`config.mk`:
```
export PLATFORM = sky130hd
export DESIGN_NAME = round_controller_flat
export DESIGN_NICKNAME = d
export VERILOG_FILES = /design/src/rtl/pong_pkg.sv /design/src/rtl/round_controller_if.sv /design/src/rtl/round_controller_frame_timer.sv /design/src/rtl/round_controller.sv /design/src/flat_wrapper.sv
export SDC_FILE = /design/constraint.sdc
export NUM_CORES = 1
export LEC_CHECK = 0
export ABC_CLOCK_PERIOD_IN_PS = 3600
export CAP_MARGIN = 0
export CORE_ASPECT_RATIO = 1.1
export CORE_MARGIN = 2
export CORE_UTILIZATION = 55
export DETAILED_ROUTE_END_ITERATION = 16
export GPL_TIMING_DRIVEN = 0
export HOLD_SLACK_MARGIN = 0.06
export PLACE_DENSITY = 0.82
export SYNTH_ARGS = -nofsm -noshare
export SYNTH_HDL_FRONTEND = slang
export SYNTH_SLANG_ARGS = --single-unit
export TNS_END_PERCENT = 20
```
`constraint.sdc`:
```
create_clock -name clock -period 3.6 [get_ports clock]
set_input_delay 0.72 -clock clock [delete_from_list [all_inputs] [get_ports clock]]
set_output_delay 0.72 -clock clock [all_outputs]
set_load 0.005 [all_outputs]
```
`src/rtl/pong_pkg.sv`:
```
// rtl/pong_pkg.sv - state encoding, winner codes and default match parameters for the pong round controller
package pong_pkg;

    typedef enum logic [2:0] {
        ST_IDLE  = 3'd0,
        ST_SERVE = 3'd1,
        ST_PLAY  = 3'd2,
        ST_POINT = 3'd3,
        ST_OVER  = 3'd4
    } round_state_t;

    localparam logic [1:0] WINNER_NONE  = 2'b00;
    localparam logic [1:0] WINNER_LEFT  = 2'b01;
    localparam logic [1:0] WINNER_RIGHT = 2'b10;

    localparam int DEFAULT_WIN_SCORE   = 7;
    localparam int DEFAULT_SCORE_W     = 4;
    localparam int DEFAULT_SERVE_DELAY = 60;
    localparam int DEFAULT_POINT_HOLD  = 30;

    // A zero-length delay would never expire, so it is stretched to one tick.
    function automatic int effective_delay(input int delay);
        return (delay < 1) ? 1 : delay;
    endfunction

endpackage

```
`src/rtl/round_controller_if.sv`:
```
// rtl/round_controller_if.sv - menu, ball datapath and score display signals of the round controller
interface round_controller_if import pong_pkg::*; #(
    parameter int SCORE_W = DEFAULT_SCORE_W
);
    logic               frame_tick;
    logic               run;
    logic               restart;
    logic               miss_left;
    logic               miss_right;
    logic               ball_reset;
    logic               ball_enable;
    logic               serve_dir;
    logic [SCORE_W-1:0] score_left;
    logic [SCORE_W-1:0] score_right;
    logic [1:0]         winner;
    logic               game_over;

    modport master (
        input  frame_tick, run, restart, miss_left, miss_right,
        output ball_reset, ball_enable, serve_dir, score_left, score_right, winner, game_over
    );

    modport slave (
        output frame_tick, run, restart, miss_left, miss_right,
        input  ball_reset, ball_enable, serve_dir, score_left, score_right, winner, game_over
    );
endinterface

```
`src/rtl/round_controller_frame_timer.sv`:
```
// rtl/round_controller_frame_timer.sv - loadable frame-tick down-counter shared by serve and point hold
module frame_timer #(
    parameter int WIDTH = 6
) (
    input  logic             clock,
    input  logic             reset,
    input  logic             load,
    input  logic [WIDTH-1:0] load_value,
    input  logic             tick_en,
    output logic             done
);
    localparam logic [WIDTH-1:0] ONE = WIDTH'(1);

    logic [WIDTH-1:0] count;

    always_ff @(posedge clock) begin
        if (reset) begin
            count <= '0;
        end else if (load) begin
            count <= load_value;
        end else if (tick_en && (count != '0)) begin
            count <= count - ONE;
        end
    end

    // Fires on the tick that consumes the last remaining count.
    assign done = tick_en && (count == ONE);

endmodule

```
`src/rtl/round_controller.sv`:
```
// rtl/round_controller.sv - serve/rally/point sequencing, scoring and match end for a pong game
module round_controller import pong_pkg::*; #(
    parameter int WIN_SCORE   = DEFAULT_WIN_SCORE,
    parameter int SCORE_W     = DEFAULT_SCORE_W,
    parameter int SERVE_DELAY = DEFAULT_SERVE_DELAY,
    parameter int POINT_HOLD  = DEFAULT_POINT_HOLD
) (
    input  logic               clock,
    input  logic               reset,
    round_controller_if.master bus
);
    localparam int SERVE_TICKS = effective_delay(SERVE_DELAY);
    localparam int HOLD_TICKS  = effective_delay(POINT_HOLD);
    localparam int MAX_TICKS   = (SERVE_TICKS > HOLD_TICKS) ? SERVE_TICKS : HOLD_TICKS;
    localparam int TIMER_W     = $clog2(MAX_TICKS + 1);

    localparam logic [TIMER_W-1:0] SERVE_LOAD = TIMER_W'(SERVE_TICKS);
    localparam logic [TIMER_W-1:0] HOLD_LOAD  = TIMER_W'(HOLD_TICKS);
    localparam logic [SCORE_W-1:0] WIN        = SCORE_W'(WIN_SCORE);
    localparam logic [SCORE_W-1:0] SCORE_ONE  = SCORE_W'(1);

    round_state_t state;
    round_state_t next_state;

    logic               timer_done;
    logic               timer_load;
    logic [TIMER_W-1:0] timer_value;
    logic               match_won;
    logic               entering;

    logic [SCORE_W-1:0] score_left_q,  score_left_d;
    logic [SCORE_W-1:0] score_right_q, score_right_d;
    logic               serve_dir_q,   serve_dir_d;
    logic [1:0]         winner_q,      winner_d;
    logic               ball_reset_q,  ball_reset_d;
    logic               ball_enable_q, ball_enable_d;
    logic               game_over_q,   game_over_d;

    frame_timer #(
        .WIDTH (TIMER_W)
    ) u_frame_timer (
        .clock      (clock),
        .reset      (reset),
        .load       (timer_load),
        .load_value (timer_value),
        .tick_en    (bus.frame_tick && bus.run),
        .done       (timer_done)
    );

    assign match_won = (score_left_q == WIN) || (score_right_q == WIN);

    always_ff @(posedge clock) begin
        if (reset) begin
            state <= ST_IDLE;
        end else begin
            state <= next_state;
        end
    end

    // Everything but restart is frozen while the menu has the game paused.
    always_comb begin
        next_state = state;
        if (bus.restart) begin
            next_state = ST_IDLE;
        end else if (bus.run) begin
            unique case (state)
                ST_IDLE:  next_state = ST_SERVE;
                ST_SERVE: if (timer_done) next_state = ST_PLAY;
                ST_PLAY:  if (bus.miss_left || bus.miss_right) next_state = ST_POINT;
                ST_POINT: if (timer_done) next_state = match_won ? ST_OVER : ST_SERVE;
                ST_OVER:  next_state = ST_OVER;
                default:  next_state = ST_IDLE;
            endcase
        end
    end

    always_comb begin
        score_left_d  = score_left_q;
        score_right_d = score_right_q;
        serve_dir_d   = serve_dir_q;
        winner_d      = winner_q;

        if (next_state == ST_IDLE) begin
            score_left_d  = '0;
            score_right_d = '0;
            serve_dir_d   = 1'b1;
            winner_d      = WINNER_NONE;
        end else if ((state == ST_PLAY) && bus.run) begin
            // A simultaneous double miss is a dead point: nobody scores.
            if (bus.miss_left && !bus.miss_right) begin
                if (score_right_q < WIN) score_right_d = score_right_q + SCORE_ONE;
                serve_dir_d = 1'b0;
            end else if (bus.miss_right && !bus.miss_left) begin
                if (score_left_q < WIN) score_left_d = score_left_q + SCORE_ONE;
                serve_dir_d = 1'b1;
            end
        end else if ((state == ST_POINT) && (next_state == ST_OVER)) begin
            winner_d = (score_left_q == WIN) ? WINNER_LEFT : WINNER_RIGHT;
        end

        entering      = (next_state != state);
        ball_reset_d  = entering && (next_state == ST_SERVE);
        ball_enable_d = (next_state == ST_PLAY) && bus.run;
        game_over_d   = (next_state == ST_OVER);
        timer_load    = entering && ((next_state == ST_SERVE) || (next_state == ST_POINT));
        timer_value   = (next_state == ST_POINT) ? HOLD_LOAD : SERVE_LOAD;
    end

    always_ff @(posedge clock) begin
        if (reset) begin
            score_left_q  <= '0;
            score_right_q <= '0;
            serve_dir_q   <= 1'b1;
            winner_q      <= WINNER_NONE;
            ball_reset_q  <= 1'b0;
            ball_enable_q <= 1'b0;
            game_over_q   <= 1'b0;
        end else begin
            score_left_q  <= score_left_d;
            score_right_q <= score_right_d;
            serve_dir_q   <= serve_dir_d;
            winner_q      <= winner_d;
            ball_reset_q  <= ball_reset_d;
            ball_enable_q <= ball_enable_d;
            game_over_q   <= game_over_d;
        end
    end

    assign bus.score_left  = score_left_q;
    assign bus.score_right = score_right_q;
    assign bus.serve_dir   = serve_dir_q;
    assign bus.winner      = winner_q;
    assign bus.ball_reset  = ball_reset_q;
    assign bus.ball_enable = ball_enable_q;
    assign bus.game_over   = game_over_q;

endmodule
```
`src/flat_wrapper.sv`:
```
// flat-port wrapper written by rule: the top's interface ports become plain ports
module round_controller_flat import pong_pkg::*;
#(
    parameter int WIN_SCORE   = DEFAULT_WIN_SCORE,
    parameter int SCORE_W     = DEFAULT_SCORE_W,
    parameter int SERVE_DELAY = DEFAULT_SERVE_DELAY,
    parameter int POINT_HOLD  = DEFAULT_POINT_HOLD
)
  (clock, reset, bus_frame_tick, bus_run, bus_restart, bus_miss_left, bus_miss_right, bus_ball_reset, bus_ball_enable, bus_serve_dir, bus_score_left, bus_score_right, bus_winner, bus_game_over);
  round_controller_if #(.SCORE_W(SCORE_W)) bus_i ();
  input  logic clock;
  input  logic reset;
  input wire logic [$bits(bus_i.frame_tick)-1:0] bus_frame_tick;
  input wire logic [$bits(bus_i.run)-1:0] bus_run;
  input wire logic [$bits(bus_i.restart)-1:0] bus_restart;
  input wire logic [$bits(bus_i.miss_left)-1:0] bus_miss_left;
  input wire logic [$bits(bus_i.miss_right)-1:0] bus_miss_right;
  output wire logic [$bits(bus_i.ball_reset)-1:0] bus_ball_reset;
  output wire logic [$bits(bus_i.ball_enable)-1:0] bus_ball_enable;
  output wire logic [$bits(bus_i.serve_dir)-1:0] bus_serve_dir;
  output wire logic [$bits(bus_i.score_left)-1:0] bus_score_left;
  output wire logic [$bits(bus_i.score_right)-1:0] bus_score_right;
  output wire logic [$bits(bus_i.winner)-1:0] bus_winner;
  output wire logic [$bits(bus_i.game_over)-1:0] bus_game_over;
  assign bus_i.frame_tick = bus_frame_tick;
  assign bus_i.run = bus_run;
  assign bus_i.restart = bus_restart;
  assign bus_i.miss_left = bus_miss_left;
  assign bus_i.miss_right = bus_miss_right;
  assign bus_ball_reset = bus_i.ball_reset;
  assign bus_ball_enable = bus_i.ball_enable;
  assign bus_serve_dir = bus_i.serve_dir;
  assign bus_score_left = bus_i.score_left;
  assign bus_score_right = bus_i.score_right;
  assign bus_winner = bus_i.winner;
  assign bus_game_over = bus_i.game_over;
  round_controller #(.WIN_SCORE(WIN_SCORE), .SCORE_W(SCORE_W), .SERVE_DELAY(SERVE_DELAY), .POINT_HOLD(POINT_HOLD)) u_core (.clock(clock), .reset(reset), .bus(bus_i));
endmodule
```
==> impl_metrics.json <==
{
  "cts-root-buf": "clkbuf_4",
  "path_delay_family": "compound AO/OA/AOI/OAI gates",
  "total_power_uw": 487,
  "dp_cells": 185,
  "start_util_pct": 59.0,
  "post_cts_buffers": 0,
  "endpoint": "u_core.u_frame_timer.count[1]",
  "clk_path_buf_depth": 2,
  "hp-class": "flip-flop to flip-flop",
  "yosysMostFrequentCell": "dfxtp_1",
  "critPathBufInv": 2,
  "crit_cells": 8,
  "maxCapViolCount": 0,
  "crit_chain": "clkdlybuf4s50_1 -> inv_1 -> ha_1 -> a21boi_0 -> o21ai_0 -> a31oi_1 -> nand2_2 -> mux2_2",
  "rr_endpoint": "u_core.u_frame_timer.count[1]",
  "powerDensity_nw_per_um2": 302,
  "diodes": 0,
  "drtIter0Drc": 24,
  "synthTopCellsByCount": "dfxtp_1, a21oi_1, ha_1, nor2_1, nor2_4",
  "dr_total_vias": 1099,
  "grt_pass1_vias": 1079,
  "ys_types": 48,
  "synth_top_cell_area_share_pct": 33.9,
  "die_x_um": 51.3,
  "required_ns": 3.81,
  "synth_seq_cells": 23,
  "synth_top_cell_by_area": "dfxtp_1",
  "cts_tree": "done",
  "vias_per_cell": 5.81,
  "syn_area_per_cell_sq_um": 9.97,
  "min_period_ns": 2.46,
  "syn_nets": 151,
  "status": "complete, no violations",
  "tightest_slew_ns": 0.620,
  "slowest_delay_ns": 0.48,
  "max_slew_margin_pct": 58.1,
  "firstDrtPassIters": 4,
  "arrival_ns": 2.67,
  "ctsHoldBuffers": 0,
  "area_growth_pct": 18.8,
  "crit_type": "input port to flip-flop",
  "grt_util_all_layers_pct": 19.4,
  "finalHoldViolCount": 0,
  "synth_area_leaders": "dfxtp_1, ha_1, nor2_4",
  "irDropWorstVdd_v": 0.000254,
  "yosysSeqAreaShare_pct": 33.9,
  "finalSetupTns_ns": 0,
  "fp.dieArea_sq_um": 2880,
  "p_leak_uw": 0.000564,
  "end_kind": "flip-flop",
  "rrSetupSlack_ns": 1.53,
  "routed_wl_mm": 2.60,
  "stdcell_area_sq_um": 1610,
  "slew_viol_final": 0,
  "grt_max_degree": 14,
  "crit_path_start": "bus_miss_right",
  "cts-resized-gates": 0,
  "post_drt_wl_per_cell_um": 13.8,
  "final_cells": 189,
  "ys_warn_count": 0,
  "drive_gt1_share_pct": 20.1,
  "post-dp-hpwl_mm": 1.97,
  "antenna_found_initial": 0,
  "place_congestion": 0.837,
  "clkSinkCount": 23,
  "place_area_sq_um": 1580,
  "io_pins": 21,
  "async_reset_ff_share_pct": 0,
  "rr_worst_depth": 6,
  "post-route-drc-count": 0,
  "postSynthCellCount": 136,
  "setup_violations": 0,
  "clock_skew_ns": 0.00636,
  "path_max_fanout": 6,
  "fmax_mhz": 406,
  "grt_overflow": 0,
  "timing.final.crit_share_pct": 68.4,
  "synth_edf_count": 0,
  "timing.rr.start": "u_core.bus.score_left[0]",
  "path_clk_slew_ns": 0.13,
  "cp_slowest_cell": "clkdlybuf4s50_1",
  "row_count": 18,
  "nFillCells": 185,
  "port-buffer-count": 19,
  "clock_latency_ns": 0.31,
  "fin_nets": 175,
  "numCtsBuffers": 3,
  "core-area_sq_um": 2300,
  "synth_area_sq_um": 1360,
  "cp-start-kind": "input port",
  "ys.flop_type": "dfxtp_1",
  "grt_pass1_wl_mm": 4.44,
  "postRouteAntennaNets": 0,
  "cts_max_level": 1,
  "die_y_um": 56.1,
  "rsz0062_at_grt": "false"
}
[power breakdown]
group	switching [uW]	total [uW]	internal [uW]
Clock	76.9	118	41.5
Sequential	13.0	278	265
Combinational	47.4	90.8	43.5
Total	137	487	350
[final cells by class]
type | instances | area, sq um | share of cell area, %
Multi-Input combinational cell | 100 | 818 | 50.8
Clock buffer | 3 | 22.5 | 1.40
Sequential cell | 23 | 460 | 28.6
Timing Repair Buffer | 19 | 190 | 11.8
Clock inverter | 1 | 5.00 | 0.311
Tap cell | 30 | 37.5 | 2.33
Inverter | 6 | 25.0 | 1.55
Buffer | 7 | 52.6 | 3.26
[sequential cells by signal, indices dropped and copies added (netlist names)]
register / cells
u_core.bus.ball_enable: 1
u_core.u_frame_timer.count: 6
u_core.bus.winner: 2
u_core.bus.score_left: 4
u_core.bus.game_over: 1
u_core.bus.serve_dir: 1
u_core.bus.ball_reset: 1
u_core.state: 3
u_core.bus.score_right: 4
[placed cells by master, fill, tap and decap left out, drive strengths merged, types with 5 or more instances in the layout]
cell           instances
clkdlybuf4s50         19
ha                     8
nand3                  5
a21oi                 10
nor2                  18
xnor2                  5
nand2                  8
dfxtp                 23
buf                    6
inv                    6
[layer usage]
metal / share of wire (%) / up-vias / global-route usage [%]
met2: 53 / 36 / 35.8
met5: 0 / - / 0
li1: - / 537 / -
met4: 1.6 / 0 / 6.02
met3: 3.8 / 6 / 2.69
met1: 42 / 520 / 22.5
[worst register-to-register path, stage by stage, from the launching register on]
cell and delay [ns]:
dfxtp_1 0.36, ha_1 0.24, nand3b_1 0.23, a2111oi_4 0.12, a2111oi_2 0.52, nand2_2 0.19, mux2_2 0.30
[worst min-delay path by stage]
stage                               startpoint                    to  slack (ns)  cells past startpoint
after global placement    u_core.bus.serve_dir  u_core.bus.serve_dir        0.44                      1
after CTS                 u_core.bus.serve_dir  u_core.bus.serve_dir        0.49                      1
final                     u_core.bus.serve_dir  u_core.bus.serve_dir        0.49                      1
after detailed placement  u_core.bus.serve_dir  u_core.bus.serve_dir        0.46                      1
after global routing      u_core.bus.serve_dir  u_core.bus.serve_dir        0.52                      1
after floorplan           u_core.bus.serve_dir  u_core.bus.serve_dir        0.46                      1
[through the flow]
step / util, % / hold slack [ns] / worst slack, ns
3_3_place_gp: 69.0 / 0.443 / 0.893
6_report: 70.2 / 0.488 / 1.14
2_1_floorplan: - / 0.461 / 1.38
3_5_place_dp: 69.0 / 0.463 / 0.897
4_1_cts: 70.2 / 0.494 / 1.18
5_1_grt: 70.2 / 0.518 / 1.10
[cell families after synthesis]
| family | count (synthesis) | share of synthesized area [%] |
|---|---|---|
| AOI/OAI and AO/OA | 30 | 18.7 |
| buffers and inverters | 13 | 5.72 |
| and+or+nand+nor | 49 | 24.8 |
| DFF | 23 | 33.9 |
| xor gates and xnor gates | 7 | 4.52 |
| muxes | 6 | 4.89 |
| adders and majority gates | 8 | 7.38 |
Note: power is estimated with default switching activity, not from simulation.
==> RTL change 1 (same flow settings) <==
Encoding of `round_state_t`: now one-hot (5 bits for 5 states).
--- a/src/rtl/pong_pkg.sv
+++ b/src/rtl/pong_pkg.sv
@@ -3,8 +3,8 @@
 
-    typedef enum logic [2:0] {
-        ST_IDLE  = 3'd0,
-        ST_SERVE = 3'd1,
-        ST_PLAY  = 3'd2,
-        ST_POINT = 3'd3,
-        ST_OVER  = 3'd4
+    typedef enum logic [4:0] {
+        ST_IDLE  = 5'b00001,
+        ST_SERVE = 5'b00010,
+        ST_PLAY  = 5'b00100,
+        ST_POINT = 5'b01000,
+        ST_OVER  = 5'b10000
     } round_state_t;
Function: same outputs for any inputs over 10 cycles, from zero or initial values and one cycle with reset high; not proved beyond that.
==> RTL change 1 against the original RTL <==
First-iteration DRC count rose by 110%. Setup slack lost 0.49 ns. Clock power increased by 10%. Count of clock-buffer cells in the layout did not move. Total power rose by 26%. Cell count rose by 28%. Synthesized area is 14% higher. Utilization shrank 3.7 points. Routed wire length is 31% higher. Non-clock buffer count grew 4. Cell area rose by 12%. Largest cell class unchanged. Sequential cell count grew 2.
==> RTL change 1: results (changes against the original RTL) <==
* Status: completed
* Cts repair resizes at 0 (unchanged)
* Cell count after synthesis at 184 (+35%)
* Insertion delay to the later sink of the worst-skew pair at 0.32 ns
* Nets at 224 (+28%)
* Largest cells by area after synthesis: dfxtp_1 (32%), ha_1 (6.5%), nor2_1 (5.1%), a21oi_1 (3.9%), inv_1 (3.2%)
* Crit path from: bus_run
* Hold crit path type: reg -> reg
* Netlist cell types at 50 (+4.2%)
* Clk slew on worst S/H paths at 0.14 ns
* Vias per inst at 5.98 (+2.8%)
* Place WS at 0.338 ns (-0.559 ns)
* Synthesized Nets at 199 (+32%)
* Fin cells at 241 (+28%)
* Total track usage at 0.235 (+0.0407)
* Iteration-0 DRC count of the detailed router at 51 (+110%)
* Max reg flops at 6 (unchanged)
* Crit-path max FO at 6 (unchanged)
* Rel. slew slack at 0.670 (+0.0891)
* Fin Clk Skew at 0.00228 ns (-0.00408 ns)
* Total Wirelength at 3.42 mm (+31%)
* Slowest stage delay, CP at 0.56 ns (+0.08 ns)
* H-Tree Depth at 1 (unchanged)
* DPL Wire Length at 2.63 mm (+34%)
* Largest delay share family, worst path: compound AO/OA/AOI/OAI gates
* Sequential element share of the synthesized area at 0.325 (-0.0148)
* Cell depth of the worst hold path at 1 (unchanged)
* Worst EP arrival at 3.19 ns (+0.52 ns)
* VDD IR max at 0.249 mV (-1.9%)
* Leak at 0.666 nW (+18%)
* Filler cell count at 233 (+26%)
* GPL Wtd Cong at 0.940 (+12%)
* Leading register cell type out of synthesis: dfxtp_1
* Placed Instance Area at 1780 um^2 (+13%)
* R2R depth at 9 (+3)
* Largest net degree at the start of global routing at 16 (+2)
* Synth cell count leaders: dfxtp_1 (25), nor2_1 (21), inv_1 (13), a21oi_1 (12), nand2_1 (10)
* Reg2Reg Launch Point: u_core.u_frame_timer.count[1]
* YS warnings at 0 (unchanged)
* First-pass GRT wire length at 5.66 mm (+28%)
* Worst hold start: u_core.bus.serve_dir
* Vias in the first global route at 1333 (+24%)
* Worst setup path category: in -> reg
* Port-buffer cells at 20 (+1)
* Layout cells sized above 1 at 0.0865 (-0.115)
* Initial antenna violation count at 0 (unchanged)
* Slowest CP cell: o41ai_2
[RTL change 1: kinds of logic (layout without fill, tap and decap cells)]
family,after synthesis,in the layout,synth area share
muxes,2,2,0.0130
xor gates and xnor gates,10,10,0.0568
AOI/OAI and AO/OA,40,40,0.183
buffers and inverters,23,47,0.0706
DFF,25,25,0.325
adders and majority gates,8,8,0.0649
and+or+nand+nor,76,76,0.287
[RTL change 1: worst paths after layout]
check,endpoint,slack [ns]
worst max register to register,u_core.u_frame_timer.count[1],1.07
worst max-delay path,u_core.u_frame_timer.count[1],0.64
worst min-delay path,u_core.bus.serve_dir,0.48
worst min register to register,u_core.bus.serve_dir,0.48
[RTL change 1: where the power goes]
group | total, mW | switching (mW) | leakage, nW | internal, mW
Sequential | 0.319 | 0.0226 | 0.203 | 0.296
Combinational | 0.167 | 0.0908 | 0.450 | 0.0762
Clock | 0.130 | 0.0876 | 0.0139 | 0.0425
Total | 0.616 | 0.201 | 0.666 | 0.415
[RTL change 1: metal layers]
layer  vias up  wire [um]  global-route usage
met3         6        199              0.0354
met1       690       1490               0.303
met4         0         44              0.0786
met2        43       1680               0.392
li1        701          -                   -
met5         -          0                   0
[RTL change 1: area by class of cell]
cell class | instances | area [um^2] | area share
well taps | 33 | 41.3 | 0.0228
repair buffers | 20 | 200 | 0.110
plain buffers | 10 | 60.1 | 0.0331
clock inverters | 1 | 7.51 | 0.00414
clock buffers | 3 | 22.5 | 0.0124
flip-flops and latches | 25 | 500 | 0.276
multi-input cells | 136 | 932 | 0.514
inverters | 13 | 48.8 | 0.0269
[RTL change 1: worst register-to-register path, delay by kind of cell (launching register included)]
kind,cells,cell delay [ns]
compound gates,5,1.40
simple gates,2,0.43
flops,1,0.35
fa+ha+maj,1,0.19
buf+inv,1,0.08
==> RTL change 2 (same flow settings) <==
Made on the original files. Set the package constant `DEFAULT_SCORE_W` to 6 (it was 4).
--- a/src/rtl/pong_pkg.sv
+++ b/src/rtl/pong_pkg.sv
@@ -16,3 +16,3 @@
     localparam int DEFAULT_WIN_SCORE   = 7;
-    localparam int DEFAULT_SCORE_W     = 4;
+    localparam int DEFAULT_SCORE_W     = 6;
     localparam int DEFAULT_SERVE_DELAY = 60;
Ports: changed (resized bus_score_left and bus_score_right); port bits go from 21 to 25. The function was not compared with the original's and may differ.
==> RTL change 2 against the original RTL <==
Worst hold slack got worse by 0.031 ns. Routed wire length rose by 14%. Clock skew down 0.0016 ns. Maximum frequency down 10%. Sequential share of layout area up 2.9 points. Setup slack got worse by 0.28 ns. Sequential cell count is 4 higher. Total power grew 12%. Cell area rose by 6.4%. Synthesized area grew 3.7%. Utilization shrank 0.77 points. Largest cell class unchanged. Largest power group unchanged.
==> RTL change 2: results (changes against the original RTL) <==
* Leak at 0.631 nW (+12%)
* H-Tree Depth at 1 (unchanged)
* FF/Latch Area at 541 um^2 (+17%)
* DPL Wire Length at 2.33 mm (+18%)
* Sequential element share of the synthesized area at 0.384 (+0.0449)
* Slowest stage delay, CP at 0.48 ns (about the same)
* Nets at 196 (+12%)
* Vias in the first global route at 1205 (+12%)
* Netlist cell types at 47 (-2.1%)
* Cts repair resizes at 0 (unchanged)
* DR pass1 iterations at 4 (unchanged)
* Largest net degree at the start of global routing at 17 (+3)
* Largest cells by area after synthesis: dfxtp_1 (38%), ha_1 (7.1%), nor2_1 (4.8%), a21oi_1 (2.5%), xnor2_1 (2.5%)
* GPL Wtd Cong at 0.769 (-8.0%)
* Placed Instance Area at 1690 um^2 (+6.4%)
* Sequential Power at 321 uW (+15%)
* Max cap viols at 0 (unchanged)
* Hold crit path type: reg -> reg
* Worst EP arrival at 2.99 ns (+0.32 ns)
* YS warnings at 0 (unchanged)
* Clk slew on worst S/H paths at 0.15 ns (+0.02 ns)
* Worst Max-Slew Pin Slew at 0.650 ns (+0.0303 ns)
* Wire per inst at 14.0 um (+1.9%)
* Filler cell count at 213 (+15%)
* TritonCTS buffer count at 3 (unchanged)
* Place WS at 0.483 ns (-0.414 ns)
* Iteration-0 DRC count of the detailed router at 38 (+58%)
* Insertion delay to the later sink of the worst-skew pair at 0.33 ns (+0.02 ns)
* Clk root buf: clkbuf_4
* Synth async-reset ratio at 0 (unchanged)
* Crit-path max FO at 10 (+4)
* Int Power at 391 uW (+12%)
* Total track usage at 0.219 (+0.0247)
* Comb pwr share at 0.154 (-0.033)
* Synthesized Nets at 167 (+11%)
* Fin Clk Skew at 0.00471 ns (-0.00164 ns)
* Port-buffer cells at 24 (+5)
* Status: completed
* Synth cell count leaders: dfxtp_1 (27), nor2_1 (18), inv_1 (9), nand2_1 (9), ha_1 (8)
* Leading register cell type out of synthesis: dfxtp_1
* Post-CTS Setup Inserts at 0 (unchanged)
* Vias per inst at 5.80 (-0.32%)
* Largest delay share family, worst path: buffers and inverters
* VDD IR max at 0.262 mV (+3.4%)
* Layout cells sized above 1 at 0.0833 (-0.118)
* # diodes at 0 (unchanged)
* First-pass GRT wire length at 4.99 mm (+12%)
## RTL change 2: cell count changes after synthesis, sizes merged, moves of 3 or more
cell   change
a21oi      -3
a31o       -3
and2       +3
dfxtp      +4
inv        +3
nor3b      +3
or3        +5
## RTL change 2: cell families (layout without fill, tap and decap cells)
kind of cell,after synthesis,count (layout),synth area share
buf+inv,14,42,0.0391
simple gates,69,69,0.293
fa+ha+maj,8,8,0.0712
compound gates,24,24,0.144
xor+xnor,7,7,0.0436
flops,27,27,0.384
mux,3,3,0.0249
## RTL change 2: area by class of cell
type                            instances  share of cell area
Multi-Input combinational cell        111               0.473
Sequential cell                        27               0.315
Timing Repair Buffer                   24               0.140
Tap cell                               31              0.0226
Buffer                                  5              0.0124
Clock inverter                          1             0.00438
Inverter                                9              0.0197
Clock buffer                            3              0.0131
## RTL change 2: routing by layer
metal / GRT usage / routed length, um / up-vias
li1: - / - / 601
met3: 0.0236 / 77 / 8
met2: 0.412 / 1590 / 29
met1: 0.237 / 1230 / 585
met4: 0.103 / 66 / 0
met5: 0 / 0 / -
## RTL change 2: final timing paths
| kind | end | cells past startpoint | startpoint | slack (ns) |
|---|---|---|---|---|
| min | u_core.bus.score_left[4] | 2 | u_core.bus.score_left[4] | 0.46 |
| min reg2reg | u_core.bus.score_left[4] | 2 | u_core.bus.score_left[4] | 0.46 |
| max | u_core.bus.score_right[0] | 8 | bus_run | 0.85 |
| max reg2reg | u_core.u_frame_timer.count[1] | 7 | u_core.u_frame_timer.count[1] | 1.21 |
## RTL change 2: stage by stage
stage,power [mW],hold WS (ns),cells
finish,0.543,0.457,211
global route,0.565,0.479,211
CTS,0.546,0.458,211
detailed placement,0.410,0.438,207
global placement,0.404,0.426,207
floorplan,0.382,0.433,152
